[src/rtl/elastic_skp_scheduler.sv]
// -----------------------------------------------------------------------------
// elastic_skp_scheduler
//
// Read-domain controller for the receive elastic buffer. Compares the buffer
// fill level against high/low thresholds and schedules a single SKP symbol
// delete (buffer too full) or add (buffer too empty) per incoming SKP ordered
// set, using a req/ack handshake with the buffer's insert/remove logic.
// Keeps sticky overflow/underflow status and, optionally, counts adjustments.
//
// Optional feature macro: ELASTIC_SKP_STATS_EN
//   defined   -> 8-bit saturating add_cnt/del_cnt counters are implemented
//   undefined -> no counter flops; add_cnt/del_cnt are tied to zero
//
// Ports
//   read_clk      in   single clock, all logic on its rising edge
//   rst           in   synchronous reset, active-high
//   enable        in   1 = new adjustments may be scheduled
//   occupancy     in   buffer fill level, 0..BUFFER_DEPTH
//   skp_window    in   high while the read side is inside a SKP ordered set
//   skp_len       in   SKP symbols seen so far in the current ordered set
//   adj_ack       in   buffer has performed the requested add/delete
//   clear_status  in   pulse that clears the sticky flags
//   add_req       out  request to insert one SKP symbol
//   delete_req    out  request to drop one SKP symbol
//   timeout_err   out  one-cycle pulse when a request is abandoned
//   ovf_sticky    out  set when the buffer is completely full
//   unf_sticky    out  set when the buffer is empty while enabled
//   add_cnt       out  saturating count of acknowledged adds
//   del_cnt       out  saturating count of acknowledged deletes
// -----------------------------------------------------------------------------
module elastic_skp_scheduler #(
  parameter  int BUFFER_DEPTH = 16,
  parameter  int HIGH_TH      = 12,
  parameter  int LOW_TH       = 4,
  parameter  int MIN_SKP      = 1,
  parameter  int MAX_SKP      = 5,
  parameter  int ACK_TIMEOUT  = 8,
  localparam int ADDR_W       = $clog2(BUFFER_DEPTH)
) (
  input  logic              read_clk,
  input  logic              rst,
  input  logic              enable,
  input  logic [ADDR_W:0]   occupancy,
  input  logic              skp_window,
  input  logic [2:0]        skp_len,
  input  logic              adj_ack,
  input  logic              clear_status,
  output logic              add_req,
  output logic              delete_req,
  output logic              timeout_err,
  output logic              ovf_sticky,
  output logic              unf_sticky,
  output logic [7:0]        add_cnt,
  output logic [7:0]        del_cnt
);

  localparam int TMR_W = (ACK_TIMEOUT > 2) ? $clog2(ACK_TIMEOUT) : 1;

  localparam logic [ADDR_W:0] HIGH_V  = (ADDR_W+1)'(HIGH_TH);
  localparam logic [ADDR_W:0] LOW_V   = (ADDR_W+1)'(LOW_TH);
  localparam logic [ADDR_W:0] FULL_V  = (ADDR_W+1)'(BUFFER_DEPTH);
  localparam logic [2:0]      MIN_V   = 3'(MIN_SKP);
  localparam logic [2:0]      MAX_V   = 3'(MAX_SKP);
  localparam logic [TMR_W-1:0] TMO_LAST = TMR_W'(ACK_TIMEOUT - 1);

  typedef enum logic [1:0] {
    IDLE     = 2'd0,
    WAIT_SKP = 2'd1,
    REQ      = 2'd2,
    HOLD     = 2'd3
  } state_t;

  state_t            state;
  logic              dir_del;   // latched direction: 1 = delete, 0 = add
  logic [TMR_W-1:0]  timer;

  logic need_del;
  logic need_add;
  logic latched_need;
  logic limit_ok;

  // NOTE: every signal assigned in always_comb gets a value on every path,
  // otherwise synthesis infers a latch to hold the missing case.
  always_comb begin
    need_del     = (occupancy >= HIGH_V);
    need_add     = (occupancy <= LOW_V);
    latched_need = dir_del ? need_del : need_add;
    // A delete must leave at least MIN_SKP symbols; an add must not exceed MAX_SKP.
    limit_ok     = dir_del ? (skp_len > MIN_V) : (skp_len < MAX_V);
  end

  // Scheduler FSM. The request outputs are registered and change only on
  // state transitions, so they are glitch-free toward the buffer logic.
  // NOTE: sequential state uses non-blocking assignments so every flop samples
  // pre-edge values regardless of statement order.
  always_ff @(posedge read_clk) begin
    if (rst) begin
      state       <= IDLE;
      dir_del     <= 1'b0;
      timer       <= '0;
      add_req     <= 1'b0;
      delete_req  <= 1'b0;
      timeout_err <= 1'b0;
    end else begin
      timeout_err <= 1'b0;
      case (state)
        IDLE: begin
          if (enable && (need_add || need_del)) begin
            dir_del <= need_del;
            state   <= WAIT_SKP;
          end
        end

        WAIT_SKP: begin
          if (!enable || !latched_need) begin
            state <= IDLE;
          end else if (skp_window && limit_ok) begin
            state      <= REQ;
            timer      <= '0;
            add_req    <= !dir_del;
            delete_req <= dir_del;
          end
        end

        // enable is deliberately ignored here: an outstanding handshake
        // always finishes with either an ack or a timeout.
        REQ: begin
          if (adj_ack) begin
            state      <= HOLD;
            add_req    <= 1'b0;
            delete_req <= 1'b0;
          end else if (timer == TMO_LAST) begin
            state       <= IDLE;
            add_req     <= 1'b0;
            delete_req  <= 1'b0;
            timeout_err <= 1'b1;
          end else begin
            timer <= timer + 1'b1;
          end
        end

        // Wait for the current ordered set to end so that at most one
        // adjustment is made per set.
        HOLD: begin
          if (!skp_window) state <= IDLE;
        end

        default: state <= IDLE;
      endcase
    end
  end

  // Sticky status: a set condition wins over clear_status in the same cycle.
  always_ff @(posedge read_clk) begin
    if (rst) begin
      ovf_sticky <= 1'b0;
      unf_sticky <= 1'b0;
    end else begin
      if (occupancy == FULL_V)            ovf_sticky <= 1'b1;
      else if (clear_status)              ovf_sticky <= 1'b0;

      if (enable && (occupancy == '0))    unf_sticky <= 1'b1;
      else if (clear_status)              unf_sticky <= 1'b0;
    end
  end

`ifdef ELASTIC_SKP_STATS_EN
  logic ack_fire;
  assign ack_fire = (state == REQ) && adj_ack;

  // Saturating counters; cleared only by reset, never by clear_status.
  always_ff @(posedge read_clk) begin
    if (rst) begin
      add_cnt <= 8'd0;
      del_cnt <= 8'd0;
    end else if (ack_fire) begin
      if (dir_del) begin
        if (del_cnt != 8'hFF) del_cnt <= del_cnt + 8'd1;
      end else begin
        if (add_cnt != 8'hFF) add_cnt <= add_cnt + 8'd1;
      end
    end
  end
`else
  assign add_cnt = 8'd0;
  assign del_cnt = 8'd0;
`endif

endmodule
[config.mk]
export PLATFORM = sky130hd
export DESIGN_NAME = elastic_skp_scheduler
export DESIGN_NICKNAME = d
export VERILOG_FILES = /design/src/rtl/elastic_skp_scheduler.sv
export SDC_FILE = /design/constraint.sdc
export NUM_CORES = 1
export LEC_CHECK = 0
export BUFFER_PORTS_ARGS = -buffer_cell sky130_fd_sc_hd__buf_2
export CAP_MARGIN = 10
export CORE_ASPECT_RATIO = 1.25
export CORE_MARGIN = 4
export CORE_UTILIZATION = 45
export DETAILED_ROUTE_END_ITERATION = 16
export HOLD_SLACK_MARGIN = 0.06
export MAX_ROUTING_LAYER = met4
export PLACE_DENSITY_LB_ADDON = 0.08
export SETUP_SLACK_MARGIN = 0.3
export SLEW_MARGIN = 20
export SYNTH_ARGS = -nofsm -noshare
export SYNTH_HDL_FRONTEND = slang
export SYNTH_SLANG_ARGS = --single-unit
[constraint.sdc]
create_clock -name read_clk -period 2.35 [get_ports read_clk]
set_clock_uncertainty 0.15 [all_clocks]
set_input_delay 0.1175 -clock read_clk [delete_from_list [all_inputs] [get_ports read_clk]]
set_output_delay 0.1175 -clock read_clk [all_outputs]
set_load 0.02 [all_outputs]
# --- Word-level counts from Yosys, hierarchy flattened ---
# Index checks and enable logic that the tools add are counted.
totals:
  regBits: 11
  inputBits: 14
classes:
  add_sub_neg: 1
  n_lt_le_gt_ge: 4
  n_eq_ne: 13
  mux: 26
  n_bitwise: 1
  reduce_logical: 18
op_table:
  columns: ["operator", "count"]
  rows:
  - ["$mux W1", 12]
  - ["$mux W2", 6]
  - ["$mux W3", 4]
  - ["$ne A2 B2 Y1 const B", 6]
  - ["$pmux W2 S4", 1]
  - ["$reduce_and A4 Y1", 2]
  - ["$ne A3 B3 Y1 const B", 2]
  - ["$pmux W3 S2", 1]
  - ["$reduce_bool A2 Y1", 3]
  - ["$eq A5 B5 Y1 const B", 1]
  - ["$ge A5 B4 Y1 const B", 1]
  - ["$le A5 B3 Y1 const B", 1]
  - ["$logic_not A5 Y1", 1]
  - ["$reduce_and A5 Y1", 1]
  - ["$eq A2 B2 Y1 const B", 2]
  - ["$pmux W1 S2", 2]
  - ["$add A3 B1 Y3 const B", 1]
  - ["$eq A3 B3 Y1 const B", 1]
  - ["$gt A3 B1 Y1 const B", 1]
  - ["$logic_and A1 B1 Y1", 3]
  - ["$logic_not A1 Y1", 3]
  - ["$lt A3 B3 Y1 const B", 1]
  - ["$reduce_or A3 Y1", 1]
  - ["$eq A2 B1 Y1 const B", 1]
  - ["other kinds (4)", 5]

# --- Depth between registers and ports, before layout ---
# Gate-level depths: netlist of run 1.
logic_depth:
  depth_word: 6
  depth_mapped: 6
  depth_no_buf: 6

# --- Worst setup path before layout of run 1 ---
# No wires, ideal clock.
synth_path:
  kind: "register -> register"
  start: "reg timer[0]"
  end: "reg add_req"
  setup_ns: 0.057
  t_arrival_ns: 1.675
  required_ns: 2.143
  path_slack_ns: 0.468
  path_stages_with_launch: 7
  n_path_buf: 0
  synth_period_minus_slack_ns: 1.882
  cell_sequence: "dfxtp_1 -> ha_1 -> ha_1 -> nor4b_1 -> nor2_1 -> nor4b_1 -> a21o_1"
synth_between:
  elab_chain_len: 3
synth_rtl:
  columns: ["item", "line_no", "source"]
  rows:
  - ["start, declared", "75", "logic [TMR_W-1:0] timer;"]
  - ["start signal, assigned", "138", "timer <= timer + 1'b1;"]
  - ["$eq A3 B3 Y1", "132", "end else if (timer == TMO_LAST) begin"]
  - ["$ne A3 B3 Y1 (no source line)", null, null]
  - ["$reduce_and A4 Y1 (no source line)", null, null]
  - ["end signal, assigned", "120", "add_req <= !dir_del;"]
  - ["end, declared", "48", "output logic add_req,"]
# No other way between the ends.
# A chain may end at the register's enable or synchronous reset.

# --- Worst setup path in the final report of run 1 ---
layout_path:
  start: "reg timer[0]"
  end: "reg timer[1]"
layout_between:
  elab_chain_len: 4
  word_cells_on_any_way: 7
layout_rtl:
  columns: ["item", "line_no", "source"]
  rows:
  - ["$add A3 B1 Y3", "138", null]
  - ["$mux W3", "132", null]
  - ["$mux W3", "128", "if (adj_ack) begin"]
  - ["$pmux W3 S2", "106", "case (state)"]
# Parallel ways exist; a longest one is shown, timed or not. The select of a mux whose other input is x is not followed.

==> results of run 1 <==
[metal layers]
metal  track usage, %  up-vias  share of wire [%]
met1             20.1      358                 42
met2             23.0       22                 51
met4             7.32        0                1.4
met3             1.97        4                5.7
li1                 -      375                  -
met5                -        -                  0
[synthesized netlist by cell type (3+ instances only)]
cell | count | area [µm²]
sky130_fd_sc_hd__nor2_1 | 5 | 18.8
sky130_fd_sc_hd__buf_4 | 16 | 120
sky130_fd_sc_hd__nand3b_1 | 3 | 22.5
sky130_fd_sc_hd__dfxtp_1 | 11 | 220
sky130_fd_sc_hd__nor2b_1 | 5 | 31.3
sky130_fd_sc_hd__nand2b_1 | 6 | 37.5
sky130_fd_sc_hd__nand2_1 | 4 | 15.0
sky130_fd_sc_hd__a21oi_1 | 4 | 20.0
sky130_fd_sc_hd__o21ai_0 | 8 | 40.0
[state kept, by name, summed over array words and instances (netlist names)]
| name | count |
|---|---|
| timer | 3 |
| timeout_err | 1 |
| add_req | 1 |
| ovf_sticky | 1 |
| delete_req | 1 |
| unf_sticky | 1 |
| state | 2 |
| dir_del | 1 |
[cell families after synthesis]
| kind of cell | Yosys count | share of synthesized area [%] |
|---|---|---|
| flops | 11 | 28.0 |
| other cells | 1 | 0.476 |
| simple gates | 31 | 23.4 |
| fa+ha+maj | 2 | 3.18 |
| mux | 1 | 1.43 |
| buf+inv | 19 | 16.7 |
| compound gates | 29 | 26.9 |
[stage by stage]
step / power (mW) / cell area [µm²]
6_report: 0.434 / 942
4_1_cts: 0.437 / 936
3_5_place_dp: 0.299 / 840
2_1_floorplan: 0.291 / 843
5_1_grt: 0.461 / 942
3_3_place_gp: 0.299 / 840
[report_power, final]
part           leakage, nW  switching (mW)  internal, mW  total [mW]
clock               0.0150          0.0637        0.0657       0.129
sequential          0.0891         0.00835         0.192       0.200
combinational        0.307          0.0659        0.0386       0.104
[worst max path at each step]
stage,cells after the start,to,startpoint,slack (ns)
after floorplan,6,add_req,timer[0],0.47
after global placement,6,timer[1],timer[0],0.46
after detailed placement,6,timer[1],timer[0],0.39
after CTS,6,timer[1],timer[0],0.35
after global routing,6,timer[1],timer[0],0.30
final,6,timer[1],timer[0],0.49
[layout make-up]
| cell class | instances | area [µm²] | share of cell area, % |
|---|---|---|---|
| tap | 18 | 22.5 | 2.39 |
| multi-input combinational | 79 | 498 | 52.9 |
| clock buffer | 4 | 26.3 | 2.79 |
| inverter | 2 | 7.51 | 0.797 |
| timing repair buffer | 26 | 168 | 17.8 |
| sequential | 11 | 220 | 23.4 |
[worst register-to-register path: cells and delay by family, from the launching register on]
kind / cells / cell delay [ns]
adders and majority gates: 2 / 0.40
AOI/OAI and AO/OA: 2 / 0.39
DFF: 1 / 0.33
and+or+nand+nor: 1 / 0.30
buffers and inverters: 1 / 0.18
[cells in the final DEF, fill, tap and decap left out, types with 3 or more instances in the layout]
cell,netlist,routed
sky130_fd_sc_hd__nor2_1,5,5
sky130_fd_sc_hd__nand2_1,4,4
sky130_fd_sc_hd__clkbuf_4,0,3
sky130_fd_sc_hd__a21oi_1,4,4
sky130_fd_sc_hd__nor2b_1,5,5
sky130_fd_sc_hd__dfxtp_1,11,11
sky130_fd_sc_hd__nand2b_1,6,6
sky130_fd_sc_hd__buf_2,0,18
sky130_fd_sc_hd__conb_1,1,16
sky130_fd_sc_hd__dlygate4sd3_1,0,7
sky130_fd_sc_hd__o21ai_0,8,8
sky130_fd_sc_hd__nand3b_1,3,3
[what timing repair did]
item                                    CTS  global route
hold buffers                              7             0
gates resized for setup                   0             1
hold endpoints to repair                  6             0
endpoints found under the setup margin    0             3
==> results list, run 1 <==
- In this run the worst hold path is classified as in2reg.
* Max Cap Violations: 0
* Post-CTS Setup Repair Bufs: 0
* Number of diodes added for antenna fixing: 0
- Number of synthesis warnings: 0
- The routed design could run at a clock period as short as 1.86 ns.
- The area growth from synthesis to layout is 19.7%.
- Wire length of the first global-routing pass: 2750 µm
* Register bit count reported by yosys: 11
- Cell seen most often among critical-path stages: sky130_fd_sc_hd__ha_1
* Critical path fanouts, max: 4
- Port buffering added 18 buffers.
- Final routed DRC violation total: 0
* Nets: roughly 140
* Area of the placeable core: roughly 1600 µm²
- Number of global-route vias before repair: ~640
* Total negative slack for setup checks: 0 ns
- Detailed placement ended at an HPWL of about 1400 µm.
- Power density over the cells: between 400 and 500 nW/µm²
* Number of clock buffers inserted by TritonCTS: 3
- Via-per-instance ratio: between 5 and 6
- The detailed router finished its first iteration with 13 violations.
- The congestion estimate from routability-driven global placement came to 0.807.
- After clock tree synthesis, the clock-pin slew on the worst setup and hold paths is about 0.07 ns.
- In this run the cell area of the synthesized design comes to roughly 790 µm².
- Static timing analysis puts the maximum clock frequency at between 500 and 600 MHz.
- CTS tree: yes
- RSZ-0062 raised after global routing: no
- The worst setup path is captured at a flip-flop.
* Buf+Inv Stages, Crit Path: 1
- Root buffer cell: sky130_fd_sc_hd__clkbuf_4
- Crit path setup slack, layout: about 0.49 ns
- Worst VDD drop: roughly 0.25 mV
* Unique masters post-synth: 35
- After filler insertion, the fill cell instance count of the layout stands at between 150 and 200.
* Post-layout utilization of the core: between 50% and 60%
* Element type at the critical path start: flip-flop
- Outcome: complete, no violations
- Number of slew-limit violations in the final report: 0
- R2r endpoint: timer[1]
- Most common flop cell mapped by yosys: sky130_fd_sc_hd__dfxtp_1
- Endpoint required time on the critical path: roughly 2.4 ns
- For this run, the number of standard cells in the final layout without fillers is between 100 and 150.
* Minimum setup slack among reg-to-reg paths: roughly 0.49 ns
* Number of flops mapped to enable cells by yosys: 0
- Die extent in y: 54.8 µm
- Slowest cell on the critical path: sky130_fd_sc_hd__dfxtp_1
* Final-report setup violation count: 0
- Setup Crit Path Kind: reg2reg
* Overall routed net length: roughly 1700 µm
- Later-pin clock latency in the skew report: between 0.2 and 0.3 ns
- Share of cells above drive strength 1: between 20% and 30%
* Number of cells produced by synthesis: 94
* Sequential-to-total area share from yosys stat: between 20% and 30%
- Crit-path leading delay family: adder cells
- For this configuration, the core starts out at a cell density of about 49%.
- The number of placed instances, taps included, is between 100 and 150.
- Horiz. Die Dim: between 40 and 50 µm
- Worst Hold Margin: roughly 0.17 ns
* Die Outline Area: 2490 µm²
- The final count of hold timing violations was 0.
* Largest incremental delay on the critical path: approximately 0.33 ns
- The worst register-to-register path has a depth of 6.
- The clock net in this run drives a total of 11 sinks.
- Pin count of the biggest net entering global routing: 15
- Series of cell instances along the critical path: ha_1, ha_1, nor4b_2, buf_4, a2bb2oi_1, o21ai_0
* I/O pin cnt: 35
- Summed over all cells, the static leakage comes to slightly above 0.4 nW.
* Startpoint of the lowest-slack hold path: skp_window
- Detail Route Antenna Nets: 0
* Global-route total usage across every layer: 15.4%
- The detailed router placed between 700 and 800 vias in this run.
- In this run the mean area of a mapped cell was roughly 8.4 µm².
- The clock passes through at most 2 buffers.
* Worst flop-to-flop path startpoint: timer[0]
* Initial antenna violation count: 0
- Before antenna repair, the detailed router went through 4 iterations.
- Hold path cells: 4
- Crit path DAT: 1.86 ns
* FP Rows: 16
- The worst hold path terminates at state[0].
- Global routing finished with a remaining overflow of 0.
- Proportion of register bits with asynchronous set or reset after synthesis: 0%
- Dividing the detail-routed wire length by the instance count gives ~12 µm.
* Worst Setup Slack post-DPL: 0.391 ns
- Fraction of the cycle the final worst path needs: between 70% and 80%
- CTS H-tree depth: 1
No activity file was read; power rests on OpenSTA's default activity.
==> inputs of run 2 (changes only) <==
==> constraint.sdc (replaced) <==
create_clock -name read_clk -period 1.9 [get_ports read_clk]
set_clock_uncertainty 0.15 [all_clocks]
set_input_delay 0.095 -clock read_clk [delete_from_list [all_inputs] [get_ports read_clk]]
set_output_delay 0.095 -clock read_clk [all_outputs]
set_load 0.02 [all_outputs]
==> results list, run 2 (synthesis results as in run 1) <==
- Outcome: complete, no violations
* R2r endpoint: timer[0]
- Register with the most flip-flops: timer
* Static leakage: 0.446 nW (+8.5%)
- Post-layout utilization of the core: 66.5% (+8.4 points)
- Root buffer cell: sky130_fd_sc_hd__clkbuf_4
* Global-route total usage across every layer: 18.2% (+2.8 points)
- Number of failing hold endpoints at the final stage: 0 (unchanged)
* Startpoint of the lowest-slack hold path: rst
- Nets: 146 (+5.0%)
* Via count: 781 (+2.9%)
- DR pass1 iterations: 4 (unchanged)
- Crit path setup slack, layout: 0.275 ns (-0.214 ns)
* Hold path cells: 3 (-1)
- Pin count of the biggest net entering global routing: 11 (-4)
- Total negative slack for setup checks: 0 ns (unchanged)
- The die span in y was 54.8 µm (unchanged).
- Max Cap Violations: 0 (unchanged)
* Endpoint required time on the critical path: 1.90 ns (-0.45 ns)
- The power per standard cell area came to 527 nW/µm² (+14%).
- Total power consumption of the routed design: 0.568 mW (+31%)
* RSZ-0062 raised after global routing: yes
* Via-per-instance ratio: 5.31 (-2.0%)
- Number of slew-limit violations in the final report: 0 (unchanged)
- The area of the die came to 2490 µm² (unchanged).
* FP Rows: 16 (unchanged)
- The cell depth of the worst flop-to-flop path is 6 (unchanged).
- The timing-limited maximum frequency is 615 MHz (+15%).
- Type of the worst min-delay path: in2reg
* Fill cell count: 151 (-3.8%)
- Maximum buffer depth of the clock tree: 2 (unchanged)
- Final Critical Period: 1.63 ns (-0.236 ns)
* Horiz. Die Dim: 45.4 µm (unchanged)
- Leaving out fill and tap cells, the most frequent cell in the layout is sky130_fd_sc_hd__buf_2.
- The worst IR drop on VDD came to 0.509 mV (+100%).
* CTS H-tree depth: 1 (unchanged)
- The count of routing violations after the opening detailed-route iteration came to 18 (+5).
- The worst-path maximum fanout came to 3 (-1).
- GPL Wtd Cong: 0.811 (+0.46%)
- The number of failing setup endpoints in the final timing report is 0 (unchanged).
- The ratio of cells with drive above 1 in the final layout came to 34.9% (+13 points).
* Endpoint kind of the worst setup timing path: flip-flop
- Leaving out fill and tap cells, the most frequent cells in the layout are sky130_fd_sc_hd__buf_2, sky130_fd_sc_hd__conb_1, sky130_fd_sc_hd__dlygate4sd3_1.
* Later-pin clock latency in the skew report: 0.27 ns (about the same)
- Number of global-route vias before repair: 736 (+15%)
* Element type at the critical path start: flip-flop
- The worst register-to-register path begins at timer[0].
- Final routed DRC violation total: 0 (unchanged)
- Detail Route Antenna Nets: 0 (unchanged)
- Setup Crit Path Kind: reg2reg
- Number of diodes added for antenna fixing: 0 (unchanged)
- Detailed Place HPWL: 1420 µm (+3.5%)
* Clk slew on worst S/H paths: 0.07 ns (about the same)
- Crit path DAT: 1.63 ns (-0.23 ns)
* CTS tree: yes
- Minimum setup slack among reg-to-reg paths: 0.27 ns (-0.21 ns)
- The number of ports placed on the die boundary came to 35 (unchanged).
- Number of clock buffers inserted by TritonCTS: 3 (unchanged)
- Worst Setup Slack post-DPL: 0.0576 ns (-0.334 ns)
- The fraction of the cycle the final worst path needs is 85.5% (+6.3 points).
- Area added between synthesis and finish: 37.0%
* Wire length per cell after detailed routing: 13.4 µm (+8.0%)
- The number of I/O port buffers is 18 (unchanged).
* Wire length of the first global-routing pass: 3180 µm (+16%)
- The core area is 1620 µm² (unchanged).
- Registers with the highest flip-flop counts: timer x3, state x2
* Leftover overflow at the end of global routing: 0 (unchanged)
* Worst Hold End: timer[1]
- Sinks on the clock net: 11 (unchanged)
- The final routed wirelength across all metal layers is 1970 µm (+13%).
- Initial antenna violation count: 0 (unchanged)
- Flip-flop count of the largest register, all copies and words added: 3 (unchanged)
- The initial core utilization is 48.5% (unchanged).
==> run 2: cell count changes in the layout (fill, tap and decap cells not counted), moves of 2 or more <==
cell,delta
sky130_fd_sc_hd__ha_4,+2
sky130_fd_sc_hd__o21ai_0,-2
sky130_fd_sc_hd__dfxtp_1,-4
sky130_fd_sc_hd__o21ai_1,+2
sky130_fd_sc_hd__ha_1,-2
sky130_fd_sc_hd__dfxtp_2,+3
sky130_fd_sc_hd__buf_4,+6
==> run 2: stage by stage <==
step           cells  hold slack, ns  cell area, µm²
6_report         147          0.0754            1080
5_1_grt          147           0.101            1080
4_1_cts          147          0.0666            1060
3_5_place_dp     130           0.238             863
3_3_place_gp     130           0.232             863
2_1_floorplan    109          0.0842             860
==> run 2: routing by layer <==
metal	routed length, µm	global-route usage [%]	vias to the layer above
li1	-	-	382
met1	813	21.6	376
met2	1040	28.8	19
met3	96	4.61	4
met4	19	7.32	0
met5	0	-	-
==> run 2: repair_timing <==
action | in CTS | in global routing
hold buffers | 8 | 0
buffers inserted | 5 | 0
pin swaps | 4 | 3
endpoints found under the hold margin | 6 | 0
setup endpoints to repair | 7 | 7
gates resized for setup | 12 | 5
==> run 2: where the power goes <==
part	internal (mW)	leakage [nW]	switching (mW)
Clock	0.0813	0.0150	0.0804
Combinational	0.0654	0.339	0.0989
Sequential	0.237	0.0913	0.00473
==> run 2: worst max path at each step <==
stage               end  startpoint  cells past startpoint  slack, ns
2_1_floorplan   add_req    timer[0]                      6       0.29
3_3_place_gp   timer[1]    timer[0]                      5       0.09
3_5_place_dp   timer[0]    timer[0]                      5       0.06
4_1_cts        timer[0]    timer[0]                      6       0.24
5_1_grt        timer[0]    timer[0]                      6       0.21
6_report       timer[0]    timer[0]                      6       0.27
==> run 2: area by class of cell <==
class	instances	area, µm²	share of cell area [%]
flip-flops and latches	11	228	21.1
well taps	18	22.5	2.09
clock buffers	4	26.3	2.44
repair buffers	33	223	20.6
multi-input cells	79	572	53.0
inverters	2	7.51	0.696
==> run 2: critical path: stages, from the launching register on <==
cell,delay (ns)
sky130_fd_sc_hd__dfxtp_2,0.34
sky130_fd_sc_hd__ha_4,0.16
sky130_fd_sc_hd__ha_4,0.16
sky130_fd_sc_hd__nor4b_4,0.26
sky130_fd_sc_hd__buf_4,0.19
sky130_fd_sc_hd__a2bb2oi_4,0.17
sky130_fd_sc_hd__a211oi_2,0.08
==> inputs of run 3 (changes only) <==
--- a/config.mk
+++ b/config.mk
@@ -7,13 +7,17 @@
 export LEC_CHECK = 0
 export BUFFER_PORTS_ARGS = -buffer_cell sky130_fd_sc_hd__buf_2
 export CAP_MARGIN = 10
+export CELL_PAD_IN_SITES_DETAIL_PLACEMENT = 1
+export CELL_PAD_IN_SITES_GLOBAL_PLACEMENT = 1
 export CORE_ASPECT_RATIO = 1.25
 export CORE_MARGIN = 4
-export CORE_UTILIZATION = 45
+export CORE_UTILIZATION = 32
+export CTS_CLUSTER_DIAMETER = 150
 export DETAILED_ROUTE_END_ITERATION = 16
 export HOLD_SLACK_MARGIN = 0.06
 export MAX_ROUTING_LAYER = met4
 export PLACE_DENSITY_LB_ADDON = 0.08
+export RECOVER_POWER = 50
 export SETUP_SLACK_MARGIN = 0.3
 export SLEW_MARGIN = 20
 export SYNTH_ARGS = -nofsm -noshare
==> results list, run 3 (synthesis results as in run 1) <==
* RSZ-0062 raised after global routing: yes
* Leftover overflow at the end of global routing: 0 (unchanged)
- The fraction of the cycle the final worst path needs came to 85.1% (-0.45 points).
* IO Port Bufs: 18 (unchanged)
* Overall routed net length: 2210 µm (+12%)
- Via count: 780 (-0.13%)
- The via count of the first global-routing pass came to 858 (+17%).
* Initial antenna violation count: 0 (unchanged)
- Number of slew-limit violations in the final report: 0 (unchanged)
- Ranked by flip-flop count, first place goes to timer.
- Uppermost routed layer: met4
- The clock edge transition at the registers on the reported setup and hold paths is 0.08 ns (about the same).
- Internal: 0.382 mW (-0.58%)
- The number of ports placed on the die boundary came to 35 (unchanged).
- Final routed DRC violation total: 0 (unchanged)
- Worst flop-to-flop path startpoint: timer[0]
- Hold path cells: 3 (unchanged)
* Worst Hold Margin: 0.101 ns (+0.0257 ns)
- GPL Wtd Cong: 0.832 (+2.6%)
* FP Rows: 19 (+3)
- Outcome: complete, no violations
- Global-route total usage across every layer: 14.3% (-3.9 points)
- Cell count of the worst reg-to-reg path: 6 (unchanged)
- The arrival time reported for the critical path endpoint was 1.62 ns (about the same).
- DR pass1 iterations: 4 (unchanged)
* Sw Share: 33.1% (+0.69 points)
* Wire length per cell after detailed routing: 13.7 µm (+2.2%)
* Share of cells above drive strength 1: 29.2% (-5.7 points)
* CTS H-tree depth: 1 (unchanged)
* Routed metal-1 wire length: 922 µm (+13%)
* Maximum operating frequency: 619 MHz (+0.53%)
- Nets: 147 (+0.68%)
* Critical path fanouts, max: 3 (unchanged)
* Starting DRT DRC Count: 10 (-8)
- The power per standard cell area was 527 nW/µm² (about the same).
- Top library cells by usage in the layout, fill and taps aside: sky130_fd_sc_hd__conb_1, sky130_fd_sc_hd__buf_2, sky130_fd_sc_hd__dfxtp_1
- The cell that appears most often on the critical path is sky130_fd_sc_hd__ha_4.
* Final-report setup violation count: 0 (unchanged)
* Type of the worst min-delay path: in2reg
- For this design, the slowest cell found on the critical path is sky130_fd_sc_hd__dfxtp_1.
* Number of failing hold endpoints at the final stage: 0 (unchanged)
* Flip-flop count of the largest register, all copies and words added: 3 (unchanged)
- Most common cell after layout, fill and taps aside: sky130_fd_sc_hd__conb_1
- The via count normalized by instance count came to 4.84 (-8.8%).
* Endpoint required time on the critical path: 1.90 ns (about the same)
* Area added between synthesis and finish: 37.5%
- Later-pin clock latency in the skew report: 0.27 ns (about the same)
* Max Cap Violations: 0 (unchanged)
- Endpoint kind of the worst setup timing path: flip-flop
- Wire length of the first global-routing pass: 3640 µm (+14%)
- The worst register-to-register path ends at timer[0].
* Die extent in y: 63.4 µm (+16%)
* Startpoint of the lowest-slack hold path: enable
- The static leakage power is 0.428 nW (-4.1%).
* Number of clock buffers inserted by TritonCTS: 3 (unchanged)
- Number of diodes added for antenna fixing: 0 (unchanged)
- The accumulated negative setup slack came to 0 ns (unchanged).
* Registers with the highest flip-flop counts: timer x3, state x2
* Detail Route met3 WL: 85 µm (-11%)
- The core area was 2280 µm² (+41%).
- Total length of routed met2 wires: 1200 µm (+15%)
* Seq pwr share: 42.4% (-0.2 points)
- By startpoint and endpoint, the worst setup path is classified as reg2reg.
- Combinational share of power: 28.6% (-0.3 points)
* Switch Pwr: 0.189 mW (+2.6%)
- The setup slack of the most critical reg-to-reg path was 0.28 ns (about the same).
- CTS tree: yes
- The HPWL reported at the end of detailed placement came to 1590 µm (+12%).
- The minimum clock period is 1.62 ns (-0.00864 ns).
- The width of the die is 52.4 µm (+15%).
- The maximum clock path buffer count is 2 (unchanged).
- Sinks on the clock net: 11 (unchanged)
- Largest incremental delay on the critical path: 0.34 ns (about the same)
- The area of the die was 3320 µm² (+34%).
* Clk pwr share: 29.0% (+0.5 points)
- The signal on the critical path passes through ha_4, ha_4, nor4b_4, buf_4, a2bb2oi_4, a211oi_2.
* Worst VDD drop: 0.395 mV (-22%)
* Pin count of the biggest net entering global routing: 15 (+4)
* Detail Route Antenna Nets: 0 (unchanged)
- The initial core utilization was 34.5% (-14 points).
* Element type at the critical path start: flip-flop
- Worst Hold End: state[0]
- Clock tree synthesis selected as its root buffer the cell sky130_fd_sc_hd__clkbuf_4.
## run 3: timing repair
| item | CTS | global route |
|---|---|---|
| hold endpoints to repair | 6 | 0 |
| setup buffers | 6 | 1 |
| pin swaps | 4 | 2 |
| hold buffers | 7 | 0 |
| setup endpoints to repair | 7 | 7 |
| gates resized for setup | 13 | 2 |
## run 3: stage by stage
step	worst slack [ns]	cells	util, %	power, mW	instance area [µm²]
5_1_grt	0.222	161	47.4	0.603	1080
3_3_place_gp	0.121	143	38.5	0.383	880
6_report	0.284	161	47.4	0.571	1080
3_5_place_dp	0.0820	143	38.5	0.383	880
2_1_floorplan	0.289	109	-	0.363	860
4_1_cts	0.273	160	47.3	0.571	1080
## run 3: power groups by stage
stage / Combinational (mW) / Clock, mW / Sequential (mW)
floorplan: 0.111 / 0 / 0.252
global placement: 0.134 / 0 / 0.249
detailed placement: 0.134 / 0 / 0.249
CTS: 0.161 / 0.168 / 0.242
global route: 0.178 / 0.181 / 0.244
finish: 0.163 / 0.165 / 0.242
## run 3: worst max-delay path by stage
stage / from / end / cells after the start
2_1_floorplan: timer[0] / add_req / 6
3_3_place_gp: timer[0] / timer[1] / 5
3_5_place_dp: timer[0] / timer[2] / 5
4_1_cts: timer[0] / timer[1] / 6
5_1_grt: timer[0] / timer[2] / 6
6_report: timer[0] / timer[0] / 6
## run 3: routing by layer
metal / up-vias / track usage [%]
met4: 0 / 3.51
met2: 18 / 25.9
li1: 386 / -
met3: 2 / 3.30
met1: 374 / 15.0
met5: - / -
## run 3: worst max-delay path, delay by kind of cell (launching register included)
family	cells	cell delay [ns]
fa+ha+maj	2	0.33
buf+inv	1	0.18
flops	1	0.34
compound gates	2	0.27
simple gates	1	0.23
## run 3: layout make-up
class | instances | area, µm²
Tap cell | 31 | 38.8
Inverter | 2 | 7.51
Fill cell | 291 | 1200
Clock buffer | 4 | 26.3
Multi-Input combinational cell | 79 | 567
Timing Repair Buffer | 34 | 218
Sequential cell | 11 | 225
